[src/rtl/mips_multicycle_core_if.sv]
// Unified instruction/data memory port for mips_multicycle_core.
// A transfer completes in any cycle where mem_req and mem_ready are both high.
interface mips_multicycle_core_if #(
  parameter int MEM_AW = 32
);
  logic              mem_req;
  logic              mem_we;
  logic [MEM_AW-1:0] mem_addr;
  logic [31:0]       mem_wdata;
  logic [31:0]       mem_rdata;
  logic              mem_ready;

  modport master (output mem_req, mem_we, mem_addr, mem_wdata,
                  input  mem_rdata, mem_ready);
  modport slave  (input  mem_req, mem_we, mem_addr, mem_wdata,
                  output mem_rdata, mem_ready);
endinterface

[src/rtl/mips_multicycle_core.sv]
// Multi-cycle MIPS subset core: one shared ALU, one valid/ready memory port.
// Define ADD_OVF_EN to decode add/sub/addi with a sticky signed-overflow flag.
module mips_multicycle_core #(
  parameter logic [31:0] RESET_PC = 32'h0000_3000,
  parameter int          MEM_AW   = 32
) (
  input  logic                   clk,
  input  logic                   reset,
  mips_multicycle_core_if.master mem,
  output logic [31:0]            pc_o,
  output logic                   retire,
  output logic                   halted,
  output logic                   ovf
);
  localparam logic [5:0] OP_R = 6'h00, OP_J = 6'h02, OP_JAL = 6'h03, OP_BEQ = 6'h04,
                         OP_ADDI = 6'h08, OP_ORI = 6'h0D, OP_LUI = 6'h0F,
                         OP_LW = 6'h23, OP_SW = 6'h2B;
  localparam logic [5:0] FN_JR = 6'h08, FN_ADD = 6'h20, FN_ADDU = 6'h21, FN_SUB = 6'h22,
                         FN_SUBU = 6'h23, FN_AND = 6'h24, FN_OR = 6'h25, FN_SLT = 6'h2A;

  typedef enum logic [2:0] {S_FETCH, S_DECODE, S_EXEC, S_MEM, S_WB, S_HALT} state_e;
  typedef enum logic [2:0] {ALU_ADD, ALU_SUB, ALU_AND, ALU_OR, ALU_SLT, ALU_LUI} alu_op_e;

  typedef struct packed {
    logic    legal;
    alu_op_e alu_op;
    logic    use_imm;
    logic    imm_zext;
    logic    wr_rt;
    logic    is_lw, is_sw, is_beq, is_j, is_jal, is_jr;
  } dec_t;

  state_e      state, state_n;
  logic [31:0] pc, pc_n, ir, a, b, alu_out, mdr, tgt;
  logic [31:0] gpr [32];
  logic        mem_req_q, xfer;
  logic        gpr_we, wb_kill;
  logic [4:0]  gpr_wa;
  logic [31:0] gpr_wd;
  dec_t        dec;

  logic [5:0]  opcode, funct;
  logic [4:0]  rs, rt, rd;
  logic [15:0] imm;
  logic [31:0] pc_plus4, imm_ext, alu_b, alu_sum, alu_diff, alu_y, mem_word;

  assign opcode   = ir[31:26];
  assign rs       = ir[25:21];
  assign rt       = ir[20:16];
  assign rd       = ir[15:11];
  assign funct    = ir[5:0];
  assign imm      = ir[15:0];
  assign pc_plus4 = pc + 32'd4;

  always_comb begin
    dec        = '0;
    dec.alu_op = ALU_ADD;
    unique case (opcode)
      OP_R: begin
        unique case (funct)
          FN_ADDU: begin dec.legal = 1'b1; dec.alu_op = ALU_ADD; end
          FN_SUBU: begin dec.legal = 1'b1; dec.alu_op = ALU_SUB; end
          FN_AND:  begin dec.legal = 1'b1; dec.alu_op = ALU_AND; end
          FN_OR:   begin dec.legal = 1'b1; dec.alu_op = ALU_OR;  end
          FN_SLT:  begin dec.legal = 1'b1; dec.alu_op = ALU_SLT; end
          FN_JR:   begin dec.legal = 1'b1; dec.is_jr  = 1'b1;    end
`ifdef ADD_OVF_EN
          FN_ADD:  begin dec.legal = 1'b1; dec.alu_op = ALU_ADD; end
          FN_SUB:  begin dec.legal = 1'b1; dec.alu_op = ALU_SUB; end
`endif
          default: ;
        endcase
      end
      OP_ORI: begin
        dec.legal = 1'b1; dec.alu_op = ALU_OR; dec.use_imm = 1'b1;
        dec.imm_zext = 1'b1; dec.wr_rt = 1'b1;
      end
      OP_LUI: begin dec.legal = 1'b1; dec.alu_op = ALU_LUI; dec.wr_rt = 1'b1; end
      OP_LW:  begin dec.legal = 1'b1; dec.use_imm = 1'b1; dec.is_lw = 1'b1; dec.wr_rt = 1'b1; end
      OP_SW:  begin dec.legal = 1'b1; dec.use_imm = 1'b1; dec.is_sw = 1'b1; end
      OP_BEQ: begin dec.legal = 1'b1; dec.is_beq = 1'b1; end
      OP_J:   begin dec.legal = 1'b1; dec.is_j   = 1'b1; end
      OP_JAL: begin dec.legal = 1'b1; dec.is_jal = 1'b1; end
`ifdef ADD_OVF_EN
      OP_ADDI: begin dec.legal = 1'b1; dec.use_imm = 1'b1; dec.wr_rt = 1'b1; end
`endif
      default: ;
    endcase
  end

  // Shared ALU; lui ignores A and shifts the raw immediate.
  assign imm_ext  = dec.imm_zext ? {16'h0, imm} : {{16{imm[15]}}, imm};
  assign alu_b    = dec.use_imm ? imm_ext : b;
  assign alu_sum  = a + alu_b;
  assign alu_diff = a - alu_b;

  always_comb begin
    alu_y = alu_sum;
    unique case (dec.alu_op)
      ALU_ADD: alu_y = alu_sum;
      ALU_SUB: alu_y = alu_diff;
      ALU_AND: alu_y = a & alu_b;
      ALU_OR:  alu_y = a | alu_b;
      ALU_SLT: alu_y = {31'h0, $signed(a) < $signed(alu_b)};
      ALU_LUI: alu_y = {imm, 16'h0};
      default: alu_y = alu_sum;
    endcase
  end

  assign xfer     = mem_req_q & mem.mem_ready;
  assign mem_word = (state == S_MEM) ? alu_out : pc;

  assign mem.mem_req   = mem_req_q;
  assign mem.mem_we    = mem_req_q && (state == S_MEM) && dec.is_sw;
  assign mem.mem_addr  = {mem_word[MEM_AW-1:2], 2'b00};
  assign mem.mem_wdata = b;

  assign pc_o   = pc;
  assign halted = (state == S_HALT);

  always_comb begin
    state_n = state;
    pc_n    = pc;
    retire  = 1'b0;
    gpr_we  = 1'b0;
    gpr_wa  = 5'd0;
    gpr_wd  = 32'h0;
    unique case (state)
      S_FETCH:  if (xfer) state_n = S_DECODE;
      S_DECODE: state_n = dec.legal ? S_EXEC : S_HALT;
      S_EXEC: begin
        if (dec.is_beq) begin
          pc_n    = (a == b) ? tgt : pc_plus4;
          retire  = 1'b1;
          state_n = S_FETCH;
        end else if (dec.is_j || dec.is_jal) begin
          pc_n    = {pc_plus4[31:28], ir[25:0], 2'b00};
          retire  = 1'b1;
          state_n = S_FETCH;
          gpr_we  = dec.is_jal;
          gpr_wa  = 5'd31;
          gpr_wd  = pc_plus4;
        end else if (dec.is_jr) begin
          pc_n    = a;
          retire  = 1'b1;
          state_n = S_FETCH;
        end else if (dec.is_lw || dec.is_sw) begin
          state_n = S_MEM;
        end else begin
          state_n = S_WB;
        end
      end
      S_MEM: begin
        if (xfer) begin
          if (dec.is_sw) begin
            pc_n    = pc_plus4;
            retire  = 1'b1;
            state_n = S_FETCH;
          end else begin
            state_n = S_WB;
          end
        end
      end
      S_WB: begin
        pc_n    = pc_plus4;
        retire  = 1'b1;
        state_n = S_FETCH;
        gpr_we  = !wb_kill;
        gpr_wa  = dec.wr_rt ? rt : rd;
        gpr_wd  = dec.is_lw ? mdr : alu_out;
      end
      S_HALT:  state_n = S_HALT;
      default: state_n = S_HALT;
    endcase
  end

  // mem_req is registered from the next state so it is glitch-free and
  // drops the instant reset asserts.
  always_ff @(posedge clk or posedge reset) begin
    if (reset) begin
      state     <= S_FETCH;
      pc        <= RESET_PC;
      mem_req_q <= 1'b0;
      ir        <= '0;
      a         <= '0;
      b         <= '0;
      tgt       <= '0;
      alu_out   <= '0;
      mdr       <= '0;
    end else begin
      state     <= state_n;
      pc        <= pc_n;
      mem_req_q <= (state_n == S_FETCH) || (state_n == S_MEM);
      if (state == S_FETCH && xfer) ir <= mem.mem_rdata;
      if (state == S_DECODE) begin
        a   <= gpr[rs];
        b   <= gpr[rt];
        tgt <= pc_plus4 + {{14{imm[15]}}, imm, 2'b00};
      end
      if (state == S_EXEC) alu_out <= alu_y;
      if (state == S_MEM && xfer && dec.is_lw) mdr <= mem.mem_rdata;
    end
  end

  always_ff @(posedge clk or posedge reset) begin
    if (reset) begin
      for (int i = 0; i < 32; i++) gpr[i] <= '0;
    end else if (gpr_we && gpr_wa != 5'd0) begin
      gpr[gpr_wa] <= gpr_wd;
    end
  end

`ifdef ADD_OVF_EN
  logic ovf_op, alu_v, ovf_pend, ovf_q;

  assign ovf_op = ((opcode == OP_R) && (funct == FN_ADD || funct == FN_SUB)) ||
                  (opcode == OP_ADDI);
  assign alu_v  = (dec.alu_op == ALU_SUB) ?
                  ((a[31] != alu_b[31]) && (alu_diff[31] != a[31])) :
                  ((a[31] == alu_b[31]) && (alu_sum[31]  != a[31]));

  // Overflow is captured in EXEC and acted on in WB: the write is dropped
  // but the instruction still retires.
  always_ff @(posedge clk or posedge reset) begin
    if (reset) begin
      ovf_pend <= 1'b0;
      ovf_q    <= 1'b0;
    end else begin
      if (state == S_EXEC) ovf_pend <= ovf_op & alu_v;
      if (state == S_WB && ovf_pend) ovf_q <= 1'b1;
    end
  end

  assign wb_kill = ovf_pend;
  assign ovf     = ovf_q;
`else
  assign wb_kill = 1'b0;
  assign ovf     = 1'b0;
`endif
endmodule

[src/flat_wrapper.sv]
// flat-port wrapper written by rule: the top's interface ports become plain ports
module mips_multicycle_core_flat 
#(
  parameter logic [31:0] RESET_PC = 32'h0000_3000,
  parameter int          MEM_AW   = 32
)
  (clk, reset, pc_o, retire, halted, ovf, mem_mem_req, mem_mem_we, mem_mem_addr, mem_mem_wdata, mem_mem_rdata, mem_mem_ready);
  mips_multicycle_core_if #(.MEM_AW(MEM_AW)) mem_i ();
  input  logic clk;
  input  logic reset;
  output logic [31:0] pc_o;
  output logic retire;
  output logic halted;
  output logic ovf;
  output wire logic [$bits(mem_i.mem_req)-1:0] mem_mem_req;
  output wire logic [$bits(mem_i.mem_we)-1:0] mem_mem_we;
  output wire logic [$bits(mem_i.mem_addr)-1:0] mem_mem_addr;
  output wire logic [$bits(mem_i.mem_wdata)-1:0] mem_mem_wdata;
  input wire logic [$bits(mem_i.mem_rdata)-1:0] mem_mem_rdata;
  input wire logic [$bits(mem_i.mem_ready)-1:0] mem_mem_ready;
  assign mem_mem_req = mem_i.mem_req;
  assign mem_mem_we = mem_i.mem_we;
  assign mem_mem_addr = mem_i.mem_addr;
  assign mem_mem_wdata = mem_i.mem_wdata;
  assign mem_i.mem_rdata = mem_mem_rdata;
  assign mem_i.mem_ready = mem_mem_ready;
  mips_multicycle_core #(.RESET_PC(RESET_PC), .MEM_AW(MEM_AW)) u_core (.clk(clk), .reset(reset), .mem(mem_i), .pc_o(pc_o), .retire(retire), .halted(halted), .ovf(ovf));
endmodule
[config.mk]
export PLATFORM = sky130hd
export DESIGN_NAME = mips_multicycle_core_flat
export DESIGN_NICKNAME = d
export VERILOG_FILES = /design/src/rtl/mips_multicycle_core_if.sv /design/src/rtl/mips_multicycle_core.sv /design/src/flat_wrapper.sv
export SDC_FILE = /design/constraint.sdc
export NUM_CORES = 2
export LEC_CHECK = 0
export BUFFER_PORTS_ARGS = -buffer_cell sky130_fd_sc_hd__buf_2
export CAP_MARGIN = 20
export CORE_AREA = 10 10 494 496
export DETAILED_ROUTE_END_ITERATION = 10
export DIE_AREA = 0 0 504 506
export PLACE_DENSITY = 0.51
export SETUP_SLACK_MARGIN = 0.5
export SYNTH_ARGS = -nofsm -noshare
export SYNTH_HDL_FRONTEND = slang
export SYNTH_SLANG_ARGS = --single-unit
[constraint.sdc]
create_clock -name clk -period 38 [get_ports clk]
set_input_delay 3.8 -clock clk [delete_from_list [all_inputs] [get_ports clk]]
set_output_delay 3.8 -clock clk [all_outputs]
set_load 0.05 [all_outputs]
; ---- After elaboration in Yosys (flattened, before gate mapping)
; Index checks and enable logic that the tools add are counted.
[word_totals]
regBits = 1252
elab_cells = 164
out_inout_bits = 101
inputBits = 35
[op_classes]
addsub = 4
n_bitwise = 6
n_lt_le_gt_ge = 5
eq_ne = 28
mux = 60
n_reduce_logical = 20
[op_table]
columns = operator, count
row1 = bitwise mux 1024 bit, 1
row2 = 2-to-1 mux 32 bit, 17
row3 = binary-select mux 32 bit (select 5 bit), 2
row4 = demux 32 bit (select 5 bit), 1
row5 = case mux 32 bit (5 select lines), 1
row6 = case mux 32 bit (3 select lines), 1
row7 = adder 32 bit, 2
row8 = case mux 32 bit (2 select lines), 1
row9 = "equality test 6 bit, second input constant", 7
row10 = "adder 32 x 3 -> 32 bit, second input constant", 1
row11 = bitwise AND 32 bit, 1
row12 = equality test 32 bit, 1
row13 = less-than comparator 32 bit, 1
row14 = OR 32 bit, 1
row15 = subtractor 32 bit, 1
row16 = 2-to-1 mux 3 bit, 8
row17 = "equality test 6 x 4 -> 1 bit, second input constant", 3
row18 = "greater-or-equal comparator 6 bit, second input constant", 3
row19 = 2-to-1 mux 1 bit, 18
row20 = inverter 5 -> 6 bit, 3
row21 = "equality test 3 x 2 -> 1 bit, second input constant", 5
row22 = 2-to-1 mux 5 bit, 3
row23 = case mux 3 bit (5 select lines), 1
row24 = "equality test 3 bit, second input constant", 4
row25 = 22 further kinds, 36

; ---- Depth between registers and ports, before layout
[logic_depth]
depth_word = 12
ltp_mapped = 17
mapped_depth_nobuf = 17

; ---- Worst setup path after synthesis
; No wires, ideal clock.
[synth_path]
path_type = input to output
from = in mem_mem_ready
to = out retire
t_required_ns = 34.200
stages = 6
n_path_buf = 2
t_arrival_ns = 5.114
path_slack_ns = 29.086
cell_sequence = nand3_1 o21ai_0 a21oi_1 inv_1 clkbuf_1 buf_1
[synth_between]
elab_chain_cells = 3
[synth_lines]
columns = item, line_no
row1 = start: declaration, flat_wrapper.sv:20  ; input wire logic [$bits(mem_i.mem_ready)-1:0] mem_mem_ready;
row2 = bitwise AND 1 bit, mips_multicycle_core.sv:110  ; assign xfer = mem_req_q & mem.mem_ready;
row3 = 2-to-1 mux 1 bit, mips_multicycle_core.sv:154  ; if (xfer) begin
row4 = case mux 1 bit (3 select lines), mips_multicycle_core.sv:128  ; unique case (state)
row5 = end: declaration, flat_wrapper.sv:12  ; output logic retire;
; No other way between the ends.

==> run_results.csv <==
group,metric,value,unit
routing,met3_length,19670,um
routing,detail_route.first_pass.iterations,8,
synth,synth-seq-area-share,44.83,%
routing,post_drt_via_cell_ratio,5.558,
timing,max_clock_freq,107.4,MHz
cells_and_area,nets,6434,
timing,final-hold-violation-count,0,
clock_network,hold_buffers,0,
floorplanning,dieWidth,504,um
critical_path,worst-path-max-fanout,78,
critical_path,crit_chain,"buf_2 -> clkinvlp_4 -> buf_4 -> buf_4 -> buf_4 -> buf_4 -> buf_4 -> buf_4 -> buf_4",
routing,iter_0_drt_violations,5130,
critical_path,critPathArrivalTime,10080,ps
routing,drt-wirelength-per-cell,27.05,um
clock_network,cts.clk_slew.worst_paths,60,ps
worst_hold_path,min_path_cells,0,
timing,timing.final.max_slew_violations,0,
clock_network,cts_post_setup_buffers_inserted,0,
clock_network,cts.htree.levels,4,
synth,synth_top_cell_area_share,44.75,%
timing,timing.clock.skew,40.71,ps
cells_and_area,area_growth,12.79,%
routing,detailroute.via_count,53025,
synth,ys_seq_elements,1252,
synth,synth_top_cells_by_area,"sky130_fd_sc_hd__dfrtp_1, sky130_fd_sc_hd__mux4_2, sky130_fd_sc_hd__o21ai_0",
cells_and_area,layout-drive-gt1-share,21.42,%
timing,grt_setup_unrepaired,"false",
global_routing,grt_start_max_net_pins,162,
critical_path,critical_path.reg2reg.startpoint,"u_core.ir[30]",
critical_path,critical_path_class,"input pin to async pin",
worst_hold_path,min_to,"u_core.gpr[996]",
power_and_ir_drop,max-vdd-ir-drop,0.04723,mV
synth,asyncSetResetFlopFracSynth,100.0,%
clock_network,clk_latency,810,ps
cells_and_area,final.fill_count,23448,
clock_network,max_buffers_root_to_sink,3,
placement,hpwl,164300,um
critical_path,critical_path.reg2reg.endpoint,"u_core.alu_out[0]",
critical_path,rrSetupSlack,32040,ps
critical_path,setup.worst_path.start,"reset",
global_routing,first_global_vias,52464,
power_and_ir_drop,power.static_leakage,31.89,nW
routing,met2_length,115100,um
critical_path,max_stage_delay,900,ps
routing,detail_route.wirelength,258100,um
synth,yosysUniqueCellTypes,98,
synth,mapped_cell_area,69890,um^2
critical_path,reg2reg_depth,15,
routing,number_of_drc_violations_after_detailed_routing,0,
global_routing,overflow,0,
floorplanning,initial_utilization,29.86,%
critical_path,crit_path_end_kind,"async pin",
flow_run,maxCapViolCount,0,
power_and_ir_drop,pwr_density_cell,35.96,nW/um^2
clock_network,numCtsBuffers,142,
synth,synthesis.yosys.warnings,0,
floorplanning,floorplan.io_pins,136,
clock_network,post_cts_resized,0,
routing,postRouteAntennaNets,0,
timing,finalCriticalPeriod,9310,ps
routing,m1WireLength,113800,um
timing,fin_crit_sh,24.50,%
synth,post_synth_inst_count,6436,
timing,slew_at_the_pin_closest_to_its_max_slew_limit,1157,ps
clock_network,clk_root_buffer_cell,"sky130_fd_sc_hd__clkbuf_16",
worst_hold_path,min_from,"u_core.gpr[996]",
clock_network,tritoncts,"built",
floorplanning,dieHeight,506,um
routing,routed.top_layer,"met5",
clock_network,numClockSinks,1252,
synth,post_synth_most_frequent_cells,"sky130_fd_sc_hd__dfrtp_1, sky130_fd_sc_hd__nand2_1, sky130_fd_sc_hd__o21ai_0",
critical_path,worstPathRequired,38770,ps
synth,synth_enable_flop_cells,0,
timing,timing.setup.tns,0,ps
global_routing,grt_antenna_before_repair,15,
synth,synth_area_per_cell,10.86,um^2
floorplanning,dieArea,255000,um^2
global_routing,grt_first_pass_wirelength,377000,um
critical_path,worst_path_most_repeated_cell,"sky130_fd_sc_hd__buf_4",
synth,synthMostInstantiatedCell,"sky130_fd_sc_hd__dfrtp_1",
timing,finalSetupViolations,0,
worst_hold_path,holdCritPathClass,"flop to flop",
synth,yosys_most_used_dff,"sky130_fd_sc_hd__dfrtp_1",
critical_path,worst_path_max_delay_cell,"sky130_fd_sc_hd__buf_4",
global_routing,grt_usage,19.67,%
power_and_ir_drop,report.power.total,2.835,mW
run_status,status,"completed",
placement,globalplace.congestion,0.9578,
placement,placement.io_buffers,132,
critical_path,setup.worst_path.start_class,"input pin",
timing,max_slew_margin,22.89,%
floorplanning,core_area,234100,um^2
synth,synth_largest_area_cell,"sky130_fd_sc_hd__dfrtp_1",
floorplanning,row_count,178,
state kept, by name, indices dropped and copies added, names as in the netlist, 32 cells and up:
name and flops:
u_core.a 32, u_core.mdr 32, u_core.mem.mem_wdata 32, u_core.ir 32, u_core.gpr 1024, u_core.pc_o 32
u_core.alu_out 32, u_core.tgt 32
power breakdown:
part | switching (mW) | leakage [nW] | internal (mW) | total, mW
clock network | 0.606 | 2.42 | 0.862 | 1.47
registers | 0 | 17.4 | 1.33 | 1.33
logic | 0.0304 | 12.1 | 0.00324 | 0.0336
area by class of cell:
class,instances,area (um^2),share of cell area (%)
Antenna cell,5,12.51,0.01587
Clock buffer,195,4088,5.185
Inverter,121,457.9,0.5809
Multi-Input combinational cell,4464,36140,45.84
Timing Repair Buffer,288,1959,2.486
Tap cell,3150,3941,5.000
Clock inverter,66,862.1,1.094
Sequential cell,1252,31370,39.79
worst max-delay path, delay by kind of cell:
family	cells	cell delay [ps]
buffers and inverters	9	6000
metal layers:
layer  track usage, %  up-vias
met5                0        -
met4            6.733       10
met3            3.978      494
met2            30.35     2125
met1            27.55    27312
li1                 -    23084
layout by cell type, fill, tap and decap left out, types with 106 or more instances in the layout:
cell type	instances
sky130_fd_sc_hd__buf_2	132
sky130_fd_sc_hd__nand2_1	1026
sky130_fd_sc_hd__mux4_2	640
sky130_fd_sc_hd__o21ai_0	830
sky130_fd_sc_hd__ha_1	127
sky130_fd_sc_hd__dfrtp_1	1240
sky130_fd_sc_hd__inv_1	118
sky130_fd_sc_hd__a21oi_1	378
sky130_fd_sc_hd__o21ai_1	130
sky130_fd_sc_hd__buf_4	148
sky130_fd_sc_hd__clkbuf_16	147
sky130_fd_sc_hd__mux2i_1	106
sky130_fd_sc_hd__nor2_1	408
metrics by stage:
stage | util (%) | instance area, um^2 | hold slack (ps) | cells | setup slack (ps)
after detailed placement | 31.51 | 73760 | 383.3 | 9271 | 27560
final | 33.68 | 78830 | 391.6 | 9541 | 28690
after CTS | 33.63 | 78710 | 396.2 | 9532 | 28430
after floorplan | - | 69910 | 441.3 | 6438 | 16900
after global placement | 31.51 | 73760 | 376.3 | 9271 | 27720
after global routing | 33.67 | 78820 | 407.3 | 9537 | 27790
kinds of logic after synthesis:
logic type      Yosys count  share of synthesized area, %
compound gates         1683                         13.60
xor+xnor                111                         1.411
fa+ha+maj               130                         2.359
buf+inv                 722                         4.114
flops                  1252                         44.83
mux                     826                         23.43
other cells               1                      0.005365
simple gates           1711                         10.25
worst max path at each step:
| stage | to | depth (start not counted) |
|---|---|---|
| after floorplan | u_core.a[0] | 1 |
| after global placement | u_core.a[19] | 9 |
| after detailed placement | u_core.mem.mem_wdata[19] | 9 |
| after CTS | u_core.a[20] | 9 |
| after global routing | u_core.gpr[518] | 9 |
| final | u_core.gpr[263] | 9 |
(Power assumes the default switching activity.)
